[config.mk]
export PLATFORM = sky130hd
export DESIGN_NAME = alu_exec_stage
export DESIGN_NICKNAME = d
export VERILOG_FILES = /design/src/rtl/alu_exec_stage_pkg.sv /design/src/rtl/alu.sv /design/src/rtl/alu_exec_stage_decoder.sv /design/src/rtl/alu_exec_stage.sv
export SDC_FILE = /design/constraint.sdc
export NUM_CORES = 1
export LEC_CHECK = 0
export CORE_MARGIN = 2
export CORE_UTILIZATION = 40
export DETAILED_ROUTE_END_ITERATION = 12
export PLACE_DENSITY = 0.67
export SYNTH_ARGS = -nofsm -noshare
export SYNTH_HDL_FRONTEND = slang
export SYNTH_SLANG_ARGS = --single-unit
[constraint.sdc]
create_clock -name clk -period 5.1 [get_ports clk]
set_clock_uncertainty 0.15 [all_clocks]
set_input_delay 1.02 -clock clk [delete_from_list [all_inputs] [get_ports clk]]
set_output_delay 1.02 -clock clk [all_outputs]
set_load 0.1 [all_outputs]
[src/rtl/alu_exec_stage_pkg.sv]
// Shared types and field encodings for the RV32I execute stage and its ALU.
package alu_exec_stage_pkg;

  typedef enum logic [3:0] {
    ALU_ADD  = 4'd0,
    ALU_SUB  = 4'd1,
    ALU_SLL  = 4'd2,
    ALU_SLT  = 4'd3,
    ALU_SLTU = 4'd4,
    ALU_XOR  = 4'd5,
    ALU_SRL  = 4'd6,
    ALU_SRA  = 4'd7,
    ALU_OR   = 4'd8,
    ALU_AND  = 4'd9
  } alu_control_t;

  localparam logic [2:0] F3_ADDSUB = 3'b000;
  localparam logic [2:0] F3_SLL    = 3'b001;
  localparam logic [2:0] F3_SLT    = 3'b010;
  localparam logic [2:0] F3_SLTU   = 3'b011;
  localparam logic [2:0] F3_XOR    = 3'b100;
  localparam logic [2:0] F3_SR     = 3'b101;
  localparam logic [2:0] F3_OR     = 3'b110;
  localparam logic [2:0] F3_AND    = 3'b111;

  localparam logic [6:0] F7_BASE = 7'b0000000;
  localparam logic [6:0] F7_ALT  = 7'b0100000;

  function automatic logic is_shift_f3(input logic [2:0] f3);
    return (f3 == F3_SLL) || (f3 == F3_SR);
  endfunction

endpackage

[src/rtl/alu.sv]
// Combinational integer ALU: result, signed overflow for ADD/SUB, zero flag.
module alu
  import alu_exec_stage_pkg::*;
#(
  parameter int N = 32
) (
  input  logic [N-1:0] a_i,
  input  logic [N-1:0] b_i,
  input  alu_control_t ctrl_i,
  output logic [N-1:0] result_o,
  output logic         overflow_o,
  output logic         zero_o
);

  localparam int SH_W = $clog2(N);

  logic [N-1:0]    sum_s;
  logic [N-1:0]    diff_s;
  logic [SH_W-1:0] sh_s;

  assign sum_s  = a_i + b_i;
  assign diff_s = a_i - b_i;
  assign sh_s   = b_i[SH_W-1:0];

  // Operation select; overflow is only meaningful for ADD and SUB.
  always_comb begin
    result_o   = {N{1'b0}};
    overflow_o = 1'b0;
    case (ctrl_i)
      ALU_ADD: begin
        result_o   = sum_s;
        overflow_o = (a_i[N-1] == b_i[N-1]) && (sum_s[N-1] != a_i[N-1]);
      end
      ALU_SUB: begin
        result_o   = diff_s;
        overflow_o = (a_i[N-1] != b_i[N-1]) && (diff_s[N-1] != a_i[N-1]);
      end
      ALU_SLL:  result_o = a_i << sh_s;
      ALU_SLT:  result_o = {{(N-1){1'b0}}, ($signed(a_i) < $signed(b_i))};
      ALU_SLTU: result_o = {{(N-1){1'b0}}, (a_i < b_i)};
      ALU_XOR:  result_o = a_i ^ b_i;
      ALU_SRL:  result_o = a_i >> sh_s;
      ALU_SRA:  result_o = $signed(a_i) >>> sh_s;
      ALU_OR:   result_o = a_i | b_i;
      ALU_AND:  result_o = a_i & b_i;
      default: begin
        result_o   = {N{1'b0}};
        overflow_o = 1'b0;
      end
    endcase
  end

  assign zero_o = (result_o == {N{1'b0}});

endmodule

[src/rtl/alu_exec_stage_decoder.sv]
// Maps RV32I funct3/funct7 (R-type and I-type ALU) to an ALU control code.
module alu_op_decoder
  import alu_exec_stage_pkg::*;
(
  input  logic [2:0]   funct3_i,
  input  logic [6:0]   funct7_i,
  input  logic         is_imm_i,
  output alu_control_t ctrl_o,
  output logic         illegal_o,
  output logic         is_shift_o
);

  logic f7_base_s;
  logic f7_alt_s;

  assign f7_base_s  = (funct7_i == F7_BASE);
  assign f7_alt_s   = (funct7_i == F7_ALT);
  assign is_shift_o = is_shift_f3(funct3_i);

  // I-type non-shift ops carry immediate bits in funct7, so they never flag illegal.
  always_comb begin
    ctrl_o    = ALU_ADD;
    illegal_o = 1'b0;
    case (funct3_i)
      F3_ADDSUB: begin
        ctrl_o    = (!is_imm_i && f7_alt_s) ? ALU_SUB : ALU_ADD;
        illegal_o = !is_imm_i && !(f7_base_s || f7_alt_s);
      end
      F3_SLL: begin
        ctrl_o    = ALU_SLL;
        illegal_o = !f7_base_s;
      end
      F3_SLT: begin
        ctrl_o    = ALU_SLT;
        illegal_o = !is_imm_i && !f7_base_s;
      end
      F3_SLTU: begin
        ctrl_o    = ALU_SLTU;
        illegal_o = !is_imm_i && !f7_base_s;
      end
      F3_XOR: begin
        ctrl_o    = ALU_XOR;
        illegal_o = !is_imm_i && !f7_base_s;
      end
      F3_SR: begin
        ctrl_o    = f7_alt_s ? ALU_SRA : ALU_SRL;
        illegal_o = !(f7_base_s || f7_alt_s);
      end
      F3_OR: begin
        ctrl_o    = ALU_OR;
        illegal_o = !is_imm_i && !f7_base_s;
      end
      F3_AND: begin
        ctrl_o    = ALU_AND;
        illegal_o = !is_imm_i && !f7_base_s;
      end
      default: begin
        ctrl_o    = ALU_ADD;
        illegal_o = 1'b1;
      end
    endcase
  end

endmodule

[src/rtl/alu_exec_stage.sv]
// Two-stage execute pipeline around the ALU: S1 holds decoded op and operands,
// S2 holds the registered result for writeback, with valid/ready backpressure.
module alu_exec_stage
  import alu_exec_stage_pkg::*;
#(
  parameter int N     = 32,
  parameter int CNT_W = 16
) (
  input  logic             clk,
  input  logic             rst,
  input  logic             flush,
  input  logic             in_valid,
  output logic             in_ready,
  input  logic [2:0]       in_funct3,
  input  logic [6:0]       in_funct7,
  input  logic             in_is_imm,
  input  logic [N-1:0]     in_rs1,
  input  logic [N-1:0]     in_rs2,
  input  logic [N-1:0]     in_imm,
  input  logic [4:0]       in_rd,
  output logic             out_valid,
  input  logic             out_ready,
  output logic [N-1:0]     out_result,
  output logic [4:0]       out_rd,
  output logic             out_overflow,
  output logic             out_zero,
  output logic             out_illegal,
  output logic [CNT_W-1:0] retired
);

  localparam logic [CNT_W-1:0] CNT_MAX = {CNT_W{1'b1}};
  localparam logic [CNT_W-1:0] CNT_ONE = {{(CNT_W-1){1'b0}}, 1'b1};

  alu_control_t     dec_ctrl_s;
  logic             dec_illegal_s;
  logic             dec_is_shift_s;
  logic [N-1:0]     opb_raw_s;
  logic [N-1:0]     opb_s;
  logic             s1_adv_s;
  logic             s2_adv_s;
  logic [N-1:0]     alu_result_s;
  logic             alu_ovf_s;
  logic             alu_zero_s;

  logic             s1_valid_q,   s1_valid_d;
  alu_control_t     s1_ctrl_q,    s1_ctrl_d;
  logic             s1_illegal_q, s1_illegal_d;
  logic [N-1:0]     s1_a_q,       s1_a_d;
  logic [N-1:0]     s1_b_q,       s1_b_d;
  logic [4:0]       s1_rd_q,      s1_rd_d;
  logic             s2_valid_q,   s2_valid_d;
  logic [N-1:0]     s2_result_q,  s2_result_d;
  logic [4:0]       s2_rd_q,      s2_rd_d;
  logic             s2_ovf_q,     s2_ovf_d;
  logic             s2_zero_q,    s2_zero_d;
  logic             s2_illegal_q, s2_illegal_d;
  logic [CNT_W-1:0] retired_q,    retired_d;

  alu_op_decoder u_dec (
    .funct3_i   (in_funct3),
    .funct7_i   (in_funct7),
    .is_imm_i   (in_is_imm),
    .ctrl_o     (dec_ctrl_s),
    .illegal_o  (dec_illegal_s),
    .is_shift_o (dec_is_shift_s)
  );

  alu #(.N(N)) u_alu (
    .a_i        (s1_a_q),
    .b_i        (s1_b_q),
    .ctrl_i     (s1_ctrl_q),
    .result_o   (alu_result_s),
    .overflow_o (alu_ovf_s),
    .zero_o     (alu_zero_s)
  );

  // Ready depends only on registered valids and out_ready, never on in_valid.
  assign s2_adv_s = !s2_valid_q || out_ready;
  assign s1_adv_s = !s1_valid_q || s2_adv_s;
  assign in_ready = s1_adv_s;

  assign opb_raw_s = in_is_imm ? in_imm : in_rs2;
  assign opb_s     = dec_is_shift_s ? {{(N-5){1'b0}}, opb_raw_s[4:0]} : opb_raw_s;

  always_comb begin
    if (flush) begin
      s1_valid_d = 1'b0;
      s2_valid_d = 1'b0;
    end else begin
      s1_valid_d = s1_adv_s ? in_valid : s1_valid_q;
      s2_valid_d = s2_adv_s ? s1_valid_q : s2_valid_q;
    end
  end

  always_comb begin
    if (s1_adv_s && in_valid) begin
      s1_ctrl_d    = dec_ctrl_s;
      s1_illegal_d = dec_illegal_s;
      s1_a_d       = in_rs1;
      s1_b_d       = opb_s;
      s1_rd_d      = in_rd;
    end else begin
      s1_ctrl_d    = s1_ctrl_q;
      s1_illegal_d = s1_illegal_q;
      s1_a_d       = s1_a_q;
      s1_b_d       = s1_b_q;
      s1_rd_d      = s1_rd_q;
    end
  end

  // Illegal ops are squashed here: zero result, no overflow, zero flag set.
  always_comb begin
    if (s2_adv_s && s1_valid_q) begin
      s2_result_d  = s1_illegal_q ? {N{1'b0}} : alu_result_s;
      s2_rd_d      = s1_rd_q;
      s2_ovf_d     = !s1_illegal_q && alu_ovf_s &&
                     ((s1_ctrl_q == ALU_ADD) || (s1_ctrl_q == ALU_SUB));
      s2_zero_d    = s1_illegal_q || alu_zero_s;
      s2_illegal_d = s1_illegal_q;
    end else begin
      s2_result_d  = s2_result_q;
      s2_rd_d      = s2_rd_q;
      s2_ovf_d     = s2_ovf_q;
      s2_zero_d    = s2_zero_q;
      s2_illegal_d = s2_illegal_q;
    end
  end

  always_comb begin
    if (s2_valid_q && out_ready && (retired_q != CNT_MAX)) begin
      retired_d = retired_q + CNT_ONE;
    end else begin
      retired_d = retired_q;
    end
  end

  always_ff @(posedge clk or negedge rst) begin
    if (!rst) begin
      s1_valid_q   <= 1'b0;
      s1_ctrl_q    <= ALU_ADD;
      s1_illegal_q <= 1'b0;
      s1_a_q       <= {N{1'b0}};
      s1_b_q       <= {N{1'b0}};
      s1_rd_q      <= 5'd0;
      s2_valid_q   <= 1'b0;
      s2_result_q  <= {N{1'b0}};
      s2_rd_q      <= 5'd0;
      s2_ovf_q     <= 1'b0;
      s2_zero_q    <= 1'b0;
      s2_illegal_q <= 1'b0;
      retired_q    <= {CNT_W{1'b0}};
    end else begin
      s1_valid_q   <= s1_valid_d;
      s1_ctrl_q    <= s1_ctrl_d;
      s1_illegal_q <= s1_illegal_d;
      s1_a_q       <= s1_a_d;
      s1_b_q       <= s1_b_d;
      s1_rd_q      <= s1_rd_d;
      s2_valid_q   <= s2_valid_d;
      s2_result_q  <= s2_result_d;
      s2_rd_q      <= s2_rd_d;
      s2_ovf_q     <= s2_ovf_d;
      s2_zero_q    <= s2_zero_d;
      s2_illegal_q <= s2_illegal_d;
      retired_q    <= retired_d;
    end
  end

  assign out_valid    = s2_valid_q;
  assign out_result   = s2_result_q;
  assign out_rd       = s2_rd_q;
  assign out_overflow = s2_ovf_q;
  assign out_zero     = s2_zero_q;
  assign out_illegal  = s2_illegal_q;
  assign retired      = retired_q;

endmodule

Word-level counts from Yosys, hierarchy flattened
Cells that the tools add are included.
{ "op_classes": {"eq_ne": 22, "reduce_logical": 30, "mux": 13, "shift": 3, "n_bitwise": 3, "addsub": 3, "order_cmp": 2} }
{ "ops": {"columns": ["cell", "n"], "rows": [
  ["case mux 32 bit (10 select lines)", 1],
  ["two-way mux 32 bit", 3],
  ["< comparator 32 bit", 2],
  ["adder 32 bit", 1],
  ["bitwise AND 32 bit", 1],
  ["zero test 32 bit", 1],
  ["bitwise OR 32 bit", 1],
  ["case mux 4 bit (8 select lines)", 1],
  ["left shift 32 x 5 -> 32 bit", 1],
  ["right shift 32 x 5 -> 32 bit", 1],
  [">>> shifter 32 x 5 -> 32 bit", 1],
  ["subtractor 32 bit", 1],
  ["XOR 32 bit", 1],
  ["adder 16 x 1 -> 16 bit (second input constant)", 1],
  ["== test 4 x 3 -> 1 bit (second input constant)", 4],
  ["inequality test 16 bit (second input constant)", 1],
  ["== test 3 bit (second input constant)", 4],
  ["logical AND 1 bit", 11],
  ["== test 4 x 2 -> 1 bit (second input constant)", 2],
  ["== test 4 bit (second input constant)", 2],
  ["== test 7 x 6 -> 1 bit (second input constant)", 1],
  ["zero test 7 bit", 1],
  ["== test 3 x 2 -> 1 bit (second input constant)", 2],
  ["zero test 1 bit", 6],
  ["other kinds (12)", 25]
]} }
{ "totals": {"output_inout_bits": 58, "register_bits": 132, "input_bits": 117, "wordCells": 89} }

Logic depth before layout (Yosys ltp)
Gate-level depths: netlist of the first run.
{ "logic_depth": {"ltp_word": 6, "depth_mapped": 17, "mapped_depth_nobuf": 15} }

Cells and area by module
From an unflattened synthesis of the first run, not the netlist that was laid out.
{ "hier_totals": {"cells_unflattened": 1873, "hier_area_um2": 15368.5} }
{ "modules_own_cells": {"columns": ["module", "seq_area_each_um2", "area_each_um2", "cells_each", "instances"], "rows": [
  ["alu", 0.0, 9603.0, 1382, 1],
  ["alu_exec_stage", 3303.2, 5636.7, 471, 1],
  ["alu_op_decoder", 0.0, 128.9, 20, 1]
]} }

Least setup slack after synthesis of the first run
Ideal clock, no wire load.
{ "synth_timing": {"kind": "register to register", "start": "reg s1_b_q[1]", "end": "reg s2_zero_q, in the netlist out_zero", "setup_slack_ns": 0.783, "arrival_time_ns": 4.064, "setup_time_ns": 0.104, "path_stages_with_launch": 18, "required_ns": 4.846, "n_path_buf": 4, "synth_period_minus_slack_ns": 4.317, "cell_sequence": "dfrtp_1 -> buf_2 -> buf_2 -> buf_2 -> buf_2 -> inv_1 -> fa_1 -> nor2b_1 -> o311ai_1 -> a21boi_0 -> o2111a_1 -> nor4b_1 -> nor3_1 -> a2111oi_2 -> a21oi_1 -> nor4_1 -> nand4_1 -> o41ai_2"} }
{ "synth_between": {"elab_chain_len": 4, "elab_cells_between_ends": 13, "cone_classes": "add/sub (2); order compare (2); shift (3); mux (1); bitwise (3); reduce/logical (2)"} }
{ "synth_lines": {"columns": ["item", "line", "text"], "rows": [
  ["start, declared", "alu_exec_stage.sv:49", "logic [N-1:0] s1_b_q, s1_b_d;"],
  ["start signal, assigned", "alu_exec_stage.sv:143", "s1_b_q <= {N{1'b0}};"],
  ["subtractor 32 bit, or another cell as far along", "alu.sv:22", "assign diff_s = a_i - b_i;"],
  ["case mux 32 bit (10 select lines) (*)", "alu.sv:29", "case (ctrl_i)"],
  ["zero test 32 bit (*)", "alu.sv:53", "assign zero_o = (result_o == {N{1'b0}});"],
  ["logical OR 1 bit (*)", "alu_exec_stage.sv:118", "s2_zero_d = s1_illegal_q || alu_zero_s;"],
  ["end signal, assigned", "alu_exec_stage.sv:163", "s2_zero_q <= s2_zero_d;"],
  ["end, declared", "alu_exec_stage.sv:55", "logic s2_zero_q, s2_zero_d;"]
]} }
Mark *: on every way between the ends. The rest lies on a longest branch, timed or not.
A chain may end at the register's enable or synchronous reset.

Final worst setup path of the first run
{ "layout_timing": {"start": "reg s1_a_q[0]", "end": "reg s2_zero_q, in the netlist out_zero"} }
{ "layout_between": {"elab_chain_len": 4, "elab_cells_between_ends": 13, "cone_classes": "add/sub (2); order compare (2); shift (3); mux (1); bitwise (3); reduce/logical (2)"} }
{ "layout_lines": {"columns": ["item", "line", "text"], "rows": [
  ["start, declared", "alu_exec_stage.sv:48", "logic [N-1:0] s1_a_q, s1_a_d;"],
  ["start signal, assigned", "alu_exec_stage.sv:142", "s1_a_q <= {N{1'b0}};"],
  ["subtractor 32 bit, or another cell as far along", "alu.sv:22", null],
  ["case mux 32 bit (10 select lines) (*)", "alu.sv:29", null],
  ["zero test 32 bit (*)", "alu.sv:53", null],
  ["logical OR 1 bit (*)", "alu_exec_stage.sv:118", null]
]} }
Marked as above.

==> results of run 1 <==
==> area by class of cell <==
cell class / instances / area [um2]
multi-input cells: 1417 / 10600
well taps: 468 / 585.6
inverters: 108 / 405.4
fillers: 3546 / 18550
flip-flops and latches: 132 / 3309
clock buffers: 20 / 446.7
repair buffers: 268 / 2479
clock inverters: 11 / 151.4
==> flip-flops by register name (all words and copies together) (netlist names) <==
signal / flops
out_result: 32
s1_b_q: 32
s1_ctrl_q: 4
out_zero: 1
retired: 16
out_valid: 1
out_illegal: 1
s1_valid_q: 1
out_rd: 5
s1_illegal_q: 1
s1_a_q: 32
out_overflow: 1
s1_rd_q: 5
==> worst paths after layout <==
| kind | to | slack [ns] | cells after the start |
|---|---|---|---|
| min reg2reg | out_result[1]$_DFFE_PN0P_ | 0.32 | 2 |
| max reg2reg | out_zero$_DFFE_PN0P_ | 0.39 | 15 |
| min | out_result[1]$_DFFE_PN0P_ | 0.32 | 2 |
| max | out_zero$_DFFE_PN0P_ | 0.39 | 15 |
| max in group asynchronous | out_result[14]$_DFFE_PN0P_ | 3.15 | 2 |
| min in group asynchronous | s1_a_q[28]$_DFFE_PN0P_ | 0.53 | 1 |
==> logic make-up after synthesis <==
logic type | count (synthesis) | share of synthesized area
AOI/OAI and AO/OA | 551 | 0.2545
xor gates and xnor gates | 25 | 0.01477
adders and majority gates | 103 | 0.08794
buffers and inverters | 246 | 0.06591
DFF | 132 | 0.2228
muxes | 201 | 0.1810
and+or+nand+nor | 537 | 0.1730
==> critical path, delay by kind of cell (launching register included) <==
kind                     cells  cell delay, ns
flip-flops                   1            0.45
AND/OR/NAND/NOR              5            1.35
adder cells (fa/ha/maj)      2            0.58
buffers and inverters        2            0.18
AO/OA/AOI/OAI                6            1.90
==> metal layers <==
metal	share of wire	up-vias	wire length (um)
met2	0.42	1026	29380
met4	0.054	0	3723
met1	0.42	7814	28880
li1	-	7017	-
met3	0.11	185	7324
met5	0	-	0
==> through the flow <==
step           worst slack [ns]  utilization  instances  power, W
2_1_floorplan            0.7829            -       1795  0.003828
6_report                 0.3869       0.4922       2424  0.006560
3_3_place_gp             0.6233       0.4758       2393  0.005137
5_1_grt                 0.08218       0.4922       2424  0.006807
4_1_cts                  0.4616       0.4922       2424  0.006472
3_5_place_dp             0.4739       0.4758       2393  0.005138
==> power by group through the flow <==
| stage | Clock, W | Sequential, W | Combinational [W] |
|---|---|---|---|
| after floorplan | 0 | 0.00202 | 0.00181 |
| after global placement | 0 | 0.00140 | 0.00373 |
| after detailed placement | 0 | 0.00141 | 0.00373 |
| after CTS | 0.00133 | 0.00139 | 0.00375 |
| after global routing | 0.00137 | 0.00142 | 0.00402 |
| final | 0.00132 | 0.00140 | 0.00385 |
==> synthesized netlist by cell type, types with 27 or more instances <==
| master | count |
|---|---|
| a21oi_1 | 116 |
| nor3_1 | 42 |
| ha_1 | 101 |
| nand3_1 | 32 |
| clkbuf_1 | 103 |
| o31ai_1 | 50 |
| dfrtp_1 | 132 |
| o21ai_0 | 111 |
| mux2_2 | 70 |
| mux4_2 | 45 |
| o211ai_1 | 27 |
| nand2_1 | 177 |
| inv_1 | 105 |
| nor2_1 | 136 |
| mux2i_1 | 84 |
==> qor.yml, run 1 <==
status: "completed"
ys.flop_type: "dfrtp_1"
critPathArrivalTime_ns: 4.91
crit_path_start: "s1_a_q[0]$_DFFE_PN0P_"
setup.worst_path.start_class: "flop"
p_per_area_nw_per_um2: 365.0
final_cell_mix: "176 x nand2_1, 171 x clkdlybuf4s50_1, 136 x nor2_1, 129 x dfrtp_1, 116 x a21oi_1"
drive_above_1_share: 0.1426
grt_usage: 0.3586
cts_tree: "yes"
tightest_slew_ns: 1.015
crit_slowest_cell: "dfrtp_1"
initial_utilization: 0.4059
drc_errors: 0
cts_made_buffers: 17
portBuffers: 174
period_minus_slack_ns: 4.713
met1_usage: 0.4848
grt_pass1_vias: 15205
postCtsHoldBufs: 0
post-route-period-util: 0.9241
post_cts_resize_count: 0
seq_power_share: 0.213
root_buffer: "clkbuf_16"
grt_remaining_overflow: 0
setup_viol: 0
crit_chain: "inv_1 > ha_1 > inv_1 > fa_1 > nor2b_1 > o311ai_1 > a21boi_0 > o2111a_1 > nor4b_1 > nor3_1 > a2111oi_2 > a21oi_1 > nor4_1 > nand4_1 > o41ai_2"
die_y_um: 196.5
ys_seq_area_frac: 0.2228
syn-num-nets: 2015
grt_max_degree: 92
finalHoldViolCount: 0
grt_pass1_wl_um: 102400
dp_hpwl_um: 54000
die-area_um2: 38620
final_area_um2: 17980
drv_cap: 0
fp-row-count: 70
hold_slack_ns: 0.3231
grt_use_met3: 0.08812
fin_nets: 2164
drv_slew: 0
hp-start: "out_result[1]$_DFFE_PN0P_"
antenna_found_initial: 2
path_max_fanout: 7
relSlewSlack: 0.3211
final_common_cell: "nand2_1"
wl_per_cell_um: 28.59
syn-cell-area_um2: 14830
ys_top_cells_by_area: "dfrtp_1 22%, ha_1 8.5%, mux4_2 6.8%"
syn_area_per_cell_um2: 8.259
gp_congestion: 1.043
power_switching_w: 0.003323
max_stage_delay_ns: 0.45
grtUsageMet2: 0.5344
grt.busiest_layer: "met2"
vias: 16042
vias_per_cell: 6.618
synth_area_leader_cell: "dfrtp_1"
rsz0062_at_grt: "no"
synth_top_area_frac: 0.2228
cts_buffer_depth: 2
drt_iter0_markers: 2067
finalWirelength_um: 69310
placed_area_um2: 17380
hp-class: "flop to flop"
clk_latency_ns: 0.45
cp_common_cell: "inv_1"
area_growth_pct: 21.25
drtPass1Iterations: 7
leakagePower_nw: 7.498
crit_type: "flop to flop"
htreeDepth: 4
synthArstFlopShare: 1.000
syn_inst: 1795
ir_worst_vdd_mv: 0.2436
coreArea_um2: 36520
ys.warnings.count: 0
drtAntennaViolNets: 0
critPathCaptureType: "flop"
clk_pin_slew_ns: 0.07
n_antenna_cell: 0
internal_power_w: 0.003238
pwr-share-clk: 0.201
p_sw_frac: 0.5065
p_comb_frac: 0.586
r2r_start: "s1_a_q[0]$_DFFE_PN0P_"
synth.ff_latch_count: 132
pin_count: 175
clock-sinks: 132
die_w_um: 196.5
tns_ns: 0
postCtsSetupRepairBufs: 0
crit_required_ns: 5.30
maxClockFrequency_mhz: 212.2
synth_edf_count: 0
ys_types: 85
No activity file was read; power rests on OpenSTA's default activity.
==> run 2: changes to the inputs <==
CORE_ASPECT_RATIO = 0.8   (was default)
MAX_ROUTING_LAYER = met4   (was default)
==> run 2 against run 1 <==
Clock-buffer cell count shrank 1; total power increased by 2.8%; sequential cell count is the same; cell count rose by 1.4%; critical path depth down 3; first-iteration DRC count increased by 24%; largest cell class unchanged.
==> qor.yml, run 2 (same netlist as run 1, synthesis figures left out) <==
status: "completed"
grt_max_degree: 80  # -13%
die_w_um: 219.2  # +12%
relSlewSlack: 0.1636  # -0.1575
critPathCaptureType: "flop"
tns_ns: 0  # unchanged
post_cts_resize_count: 0  # unchanged
area_growth_pct: 22.69
crit_type: "flop to flop"
cts_made_buffers: 17  # unchanged
r2r_setup_slack_ns: 0.35  # -0.04 ns
cts_buffer_depth: 2  # unchanged
coreArea_um2: 36810  # +0.79%
finalWirelength_um: 71280  # +2.8%
final_common_cell: "nand2_1"
drv_slew: 0  # unchanged
fin_nets: 2177  # +0.60%
final_cell_mix: "176 x nand2_1, 171 x clkdlybuf4s50_1, 136 x nor2_1, 129 x dfrtp_1, 116 x a21oi_1"
portBuffers: 174  # unchanged
p_per_area_nw_per_um2: 370.7  # +1.6%
drc_errors: 0  # unchanged
crit_required_ns: 5.32  # +0.02 ns
tightest_slew_ns: 1.248  # +0.2326 ns
maxClockFrequency_mhz: 210.5  # -0.80%
critPathArrivalTime_ns: 4.97  # +0.06 ns
die_y_um: 176.2  # -10%
postCtsHoldBufs: 0  # unchanged
grt_pass1_wl_um: 103900  # +1.4%
rsz0062_at_grt: "no"
htreeDepth: 4  # unchanged
dp_hpwl_um: 55720  # +3.2%
grt_pass1_vias: 15101  # -0.68%
pin_count: 175  # unchanged
cts_tree: "yes"
antenna_found_initial: 0  # -2
postCtsSetupRepairBufs: 0  # unchanged
period_minus_slack_ns: 4.751  # +0.03789 ns
post-route-period-util: 0.9316  # +0.007429
hp-class: "flop to flop"
wl_per_cell_um: 29.01  # +1.5%
die-area_um2: 38630  # about the same
drt_iter0_markers: 2563  # +24%
leakagePower_nw: 7.612  # +1.5%
gp_congestion: 1.089  # +4.4%
setup.worst_path.start_class: "flop"
drtPass1Iterations: 6  # -1
clk_pin_slew_ns: 0.08  # about the same
n_antenna_cell: 0  # unchanged
setup_viol: 0  # unchanged
grt_remaining_overflow: 0  # unchanged
root_buffer: "clkbuf_16"
fp-row-count: 63  # -10%
vias: 16132  # +0.56%
finalPower_w: 0.006742  # +2.8%
drtAntennaViolNets: 0  # unchanged
drive_above_1_share: 0.1487  # +0.006093
clk_latency_ns: 0.47  # +0.02 ns
grt_usage: 0.3800  # +0.02133
clock-sinks: 132  # unchanged
initial_utilization: 0.4027  # -0.003187
drv_cap: 0  # unchanged
path_max_fanout: 11  # +4
ir_worst_vdd_mv: 0.2196  # -9.9%
vias_per_cell: 6.566  # -0.79%
finalHoldViolCount: 0  # unchanged
==> run 2: cell count changes in the layout (fill, tap and decap cells not counted), sizes merged <==
cell / before / now
buf: 97 / 110
clkinvlp: 4 / 1
inv: 108 / 111
bufinv: 3 / 5
clkbuf: 20 / 19
==> run 2: through the flow <==
| stage | area, um2 | setup WS (ns) | cells | hold WS (ns) | utilization |
|---|---|---|---|---|---|
| after CTS | 18190 | 0.5220 | 2457 | 0.3309 | 0.4941 |
| after global routing | 18190 | 0.1897 | 2457 | 0.3669 | 0.4941 |
| after floorplan | 14830 | 0.7829 | 1795 | 0.3247 | - |
| after detailed placement | 17540 | 0.5550 | 2425 | 0.3176 | 0.4764 |
| final | 18190 | 0.3490 | 2457 | 0.3262 | 0.4941 |
| after global placement | 17540 | 0.5038 | 2425 | 0.3105 | 0.4764 |
==> run 2: critical path, stage by stage, from the launching register on <==
cell and delay (ns):
dfrtp_1 0.59, and3b_1 0.52, and3_1 0.29, o21ai_0 0.37, o2111ai_1 0.44, a2111oi_2 0.68
nand4_1 0.34, nor4_2 0.26, nand4b_1 0.15, nor4_1 0.32, buf_4 0.17, nand3_1 0.10
o41ai_2 0.26
==> run 2: report_power, final <==
group          switching (W)  internal [W]  leakage (nW)
registers           0.000205       0.00120          1.65
logic                0.00263       0.00128          5.65
clock network       0.000545      0.000876         0.314
total                0.00338       0.00336          7.61
==> run 2: area by class of cell <==
| type | instances | area, um2 |
|---|---|---|
| Timing Repair Buffer | 281 | 2614 |
| Multi-Input combinational cell | 1417 | 10600 |
| Inverter | 108 | 405.4 |
| Fill cell | 3565 | 18620 |
| Sequential cell | 132 | 3309 |
| Clock inverter | 13 | 219.0 |
| Tap cell | 487 | 609.3 |
| Clock buffer | 19 | 432.9 |
==> run 2: routing by layer <==
layer / track usage / share of wire / wire length [um]
met1: 0.5258 / 0.43 / 30950
met5: - / 0 / 0
met4: 0.1405 / 0.042 / 2963
met2: 0.5078 / 0.40 / 28520
met3: 0.1273 / 0.12 / 8839
==> run 2: path summary, 6_finish.rpt <==
path,startpoint,end,depth (start not counted)
worst max-delay path,s1_ctrl_q[2]$_DFFE_PN0P_,out_zero$_DFFE_PN0P_,12
worst min-delay path,out_result[1]$_DFFE_PN0P_,out_result[1]$_DFFE_PN0P_,2
worst max register to register,s1_ctrl_q[2]$_DFFE_PN0P_,out_zero$_DFFE_PN0P_,12
worst min register to register,out_result[1]$_DFFE_PN0P_,out_result[1]$_DFFE_PN0P_,2
max in group asynchronous,rst,out_result[4]$_DFFE_PN0P_,2
min in group asynchronous,rst,s1_rd_q[4]$_DFFE_PN0P_,1
==> run 3: changes to the inputs <==
CTS_BUF_LIST = sky130_fd_sc_hd__clkbuf_2 sky130_fd_sc_hd__clkbuf_4 sky130_fd_sc_hd__clkbuf_8   (was default)
==> run 3 against run 2 <==
Total power decreased by 4.7%; worst setup slack improved by 0.12 ns; die area stayed put; sequential share of layout area increased by 0.18 points; hold slack better by 0.0029 ns.
==> qor.yml, run 3 (same netlist as run 1, synthesis figures left out) <==
hp-start: "out_result[1]$_DFFE_PN0P_"
die-area_um2: 38630  # unchanged
die_y_um: 176.2  # unchanged
finalWirelength_um: 71310  # about the same
drtAntennaViolNets: 0  # unchanged
clk_pin_slew_ns: 0.10  # +0.02 ns
fp-row-count: 63  # unchanged
drv_cap: 0  # unchanged
setup.worst_path.start_class: "flop"
whs_endpoint: "out_result[1]$_DFFE_PN0P_"
period_minus_slack_ns: 4.635  # -0.1155 ns
clk_latency_ns: 0.54  # +0.07 ns
grt_usage: 0.3802  # about the same
setup_viol: 0  # unchanged
cts_made_buffers: 17  # unchanged
area_growth_pct: 21.46
tns_ns: 0  # unchanged
portBuffers: 174  # unchanged
post-route-period-util: 0.9089  # -0.02264
tightest_slew_ns: 1.237  # -0.01073 ns
multi_input_area_um2: 10600  # unchanged
status: "completed"
post_cts_resize_count: 0  # unchanged
gp_congestion: 1.089  # unchanged
r2r_end: "out_zero$_DFFE_PN0P_"
drtPass1Iterations: 8  # +2
hold_depth: 2  # unchanged
leakagePower_nw: 7.532  # -1.1%
hp-class: "flop to flop"
postCtsSetupRepairBufs: 0  # unchanged
cts_buffer_depth: 2  # unchanged
dp_hpwl_um: 55720  # unchanged
critPathCaptureType: "flop"
nFillCells: 3578  # +0.36%
drc_errors: 0  # unchanged
crit_type: "flop to flop"
worst_slack_ns: 0.4645  # +0.1155 ns
ff2ff_path_depth: 12  # unchanged
htreeDepth: 4  # unchanged
ff_latch_area_um2: 3309  # unchanged
grt_max_degree: 80  # unchanged
rsz0062_at_grt: "no"
pin_count: 175  # unchanged
postCtsHoldBufs: 0  # unchanged
coreArea_um2: 36810  # unchanged
p_per_area_nw_per_um2: 357.0  # -3.7%
relSlewSlack: 0.1716  # +0.007952
drive_above_1_share: 0.1497  # +0.001015
vias_per_cell: 6.595  # +0.44%
drv_slew: 0  # unchanged
grt_pass1_wl_um: 103700  # -0.14%
final_cell_mix: "176 x nand2_1, 171 x clkdlybuf4s50_1, 136 x nor2_1, 129 x dfrtp_1, 116 x a21oi_1"
initial_utilization: 0.4027  # unchanged
final_common_cell: "nand2_1"
grt_remaining_overflow: 0  # unchanged
cts_tree: "yes"
grt_pass1_vias: 15070  # -0.21%
r2r_setup_slack_ns: 0.46  # +0.12 ns
critPathArrivalTime_ns: 4.93  # -0.04 ns
maxClockFrequency_mhz: 215.7  # +2.5%
crit_required_ns: 5.39  # +0.07 ns
root_buffer: "clkbuf_8"
pre_cts_ws_ns: 0.5550  # unchanged
antenna_found_initial: 1  # +1
die_w_um: 219.2  # unchanged
drt_iter0_markers: 2569  # +0.23%
ir_worst_vdd_mv: 0.2789  # +27%
wl_per_cell_um: 29.01  # about the same
clock-sinks: 132  # unchanged
vias: 16210  # +0.48%
path_max_fanout: 11  # unchanged
r2r_start: "s1_ctrl_q[2]$_DFFE_PN0P_"
finalHoldViolCount: 0  # unchanged
fin_nets: 2177  # unchanged
==> run 3: cell types whose count changed in the layout (fill, tap and decap cells not counted), sizes merged <==
cell / before / now
diode: 0 / 1
==> run 3: worst max-delay path, stage by stage, from the launching register on <==
cell	delay, ns
dfrtp_1	0.61
and3b_1	0.52
and3_1	0.28
o21ai_0	0.35
o2111ai_1	0.42
a2111oi_2	0.65
nand4_1	0.31
nor4_2	0.25
nand4b_1	0.15
nor4_1	0.32
buf_4	0.17
nand3_1	0.11
o41ai_2	0.26
==> run 3: power breakdown <==
part           switching, W  leakage (nW)  internal, W  total (W)
sequential         0.000205          1.65      0.00120    0.00141
combinational       0.00263          5.65      0.00128    0.00391
clock              0.000508         0.233     0.000601    0.00111
total               0.00335          7.53      0.00308    0.00643
==> run 3: worst max path at each step <==
stage	start	to	slack, ns
final	s1_ctrl_q[2]$_DFFE_PN0P_	out_zero$_DFFE_PN0P_	0.46
after CTS	s1_b_q[0]$_DFFE_PN0P_	out_zero$_DFFE_PN0P_	0.53
after global routing	s1_b_q[0]$_DFFE_PN0P_	out_zero$_DFFE_PN0P_	0.20
after global placement	s1_b_q[0]$_DFFE_PN0P_	out_zero$_DFFE_PN0P_	0.50
after detailed placement	s1_b_q[0]$_DFFE_PN0P_	out_zero$_DFFE_PN0P_	0.56
after floorplan	s1_b_q[1]$_DFFE_PN0P_	out_zero$_DFFE_PN0P_	0.78
==> run 3: routing by layer <==
layer  GRT usage  part of all wire  vias up
met1      0.5309              0.43     7819
met3      0.1168              0.13      171
met2      0.5076              0.40     1195
met4      0.1464             0.042        0
met5           -                 0        -
li1            -                 -     7025
==> run 3: stage by stage <==
stage               instance area [um2]  power, W  instances  hold slack, ns  utilization
global placement                  17540  0.005209       2425          0.3105       0.4764
CTS                               18000  0.006320       2457          0.3356       0.4891
detailed placement                17540  0.005190       2425          0.3176       0.4764
global route                      18000  0.006671       2457          0.3725       0.4891
finish                            18010  0.006428       2458          0.3290       0.4892
floorplan                         14830  0.003828       1795          0.3247            -
==> run 3: final cells by class <==
| class | instances | area share |
|---|---|---|
| clock inverters | 13 | 0.01216 |
| repair buffers | 281 | 0.1452 |
| multi-input cells | 1417 | 0.5886 |
| diodes | 1 | 0.0001390 |
| well taps | 487 | 0.03384 |
| clock buffers | 19 | 0.01383 |
| inverters | 108 | 0.02251 |
| flip-flops and latches | 132 | 0.1838 |
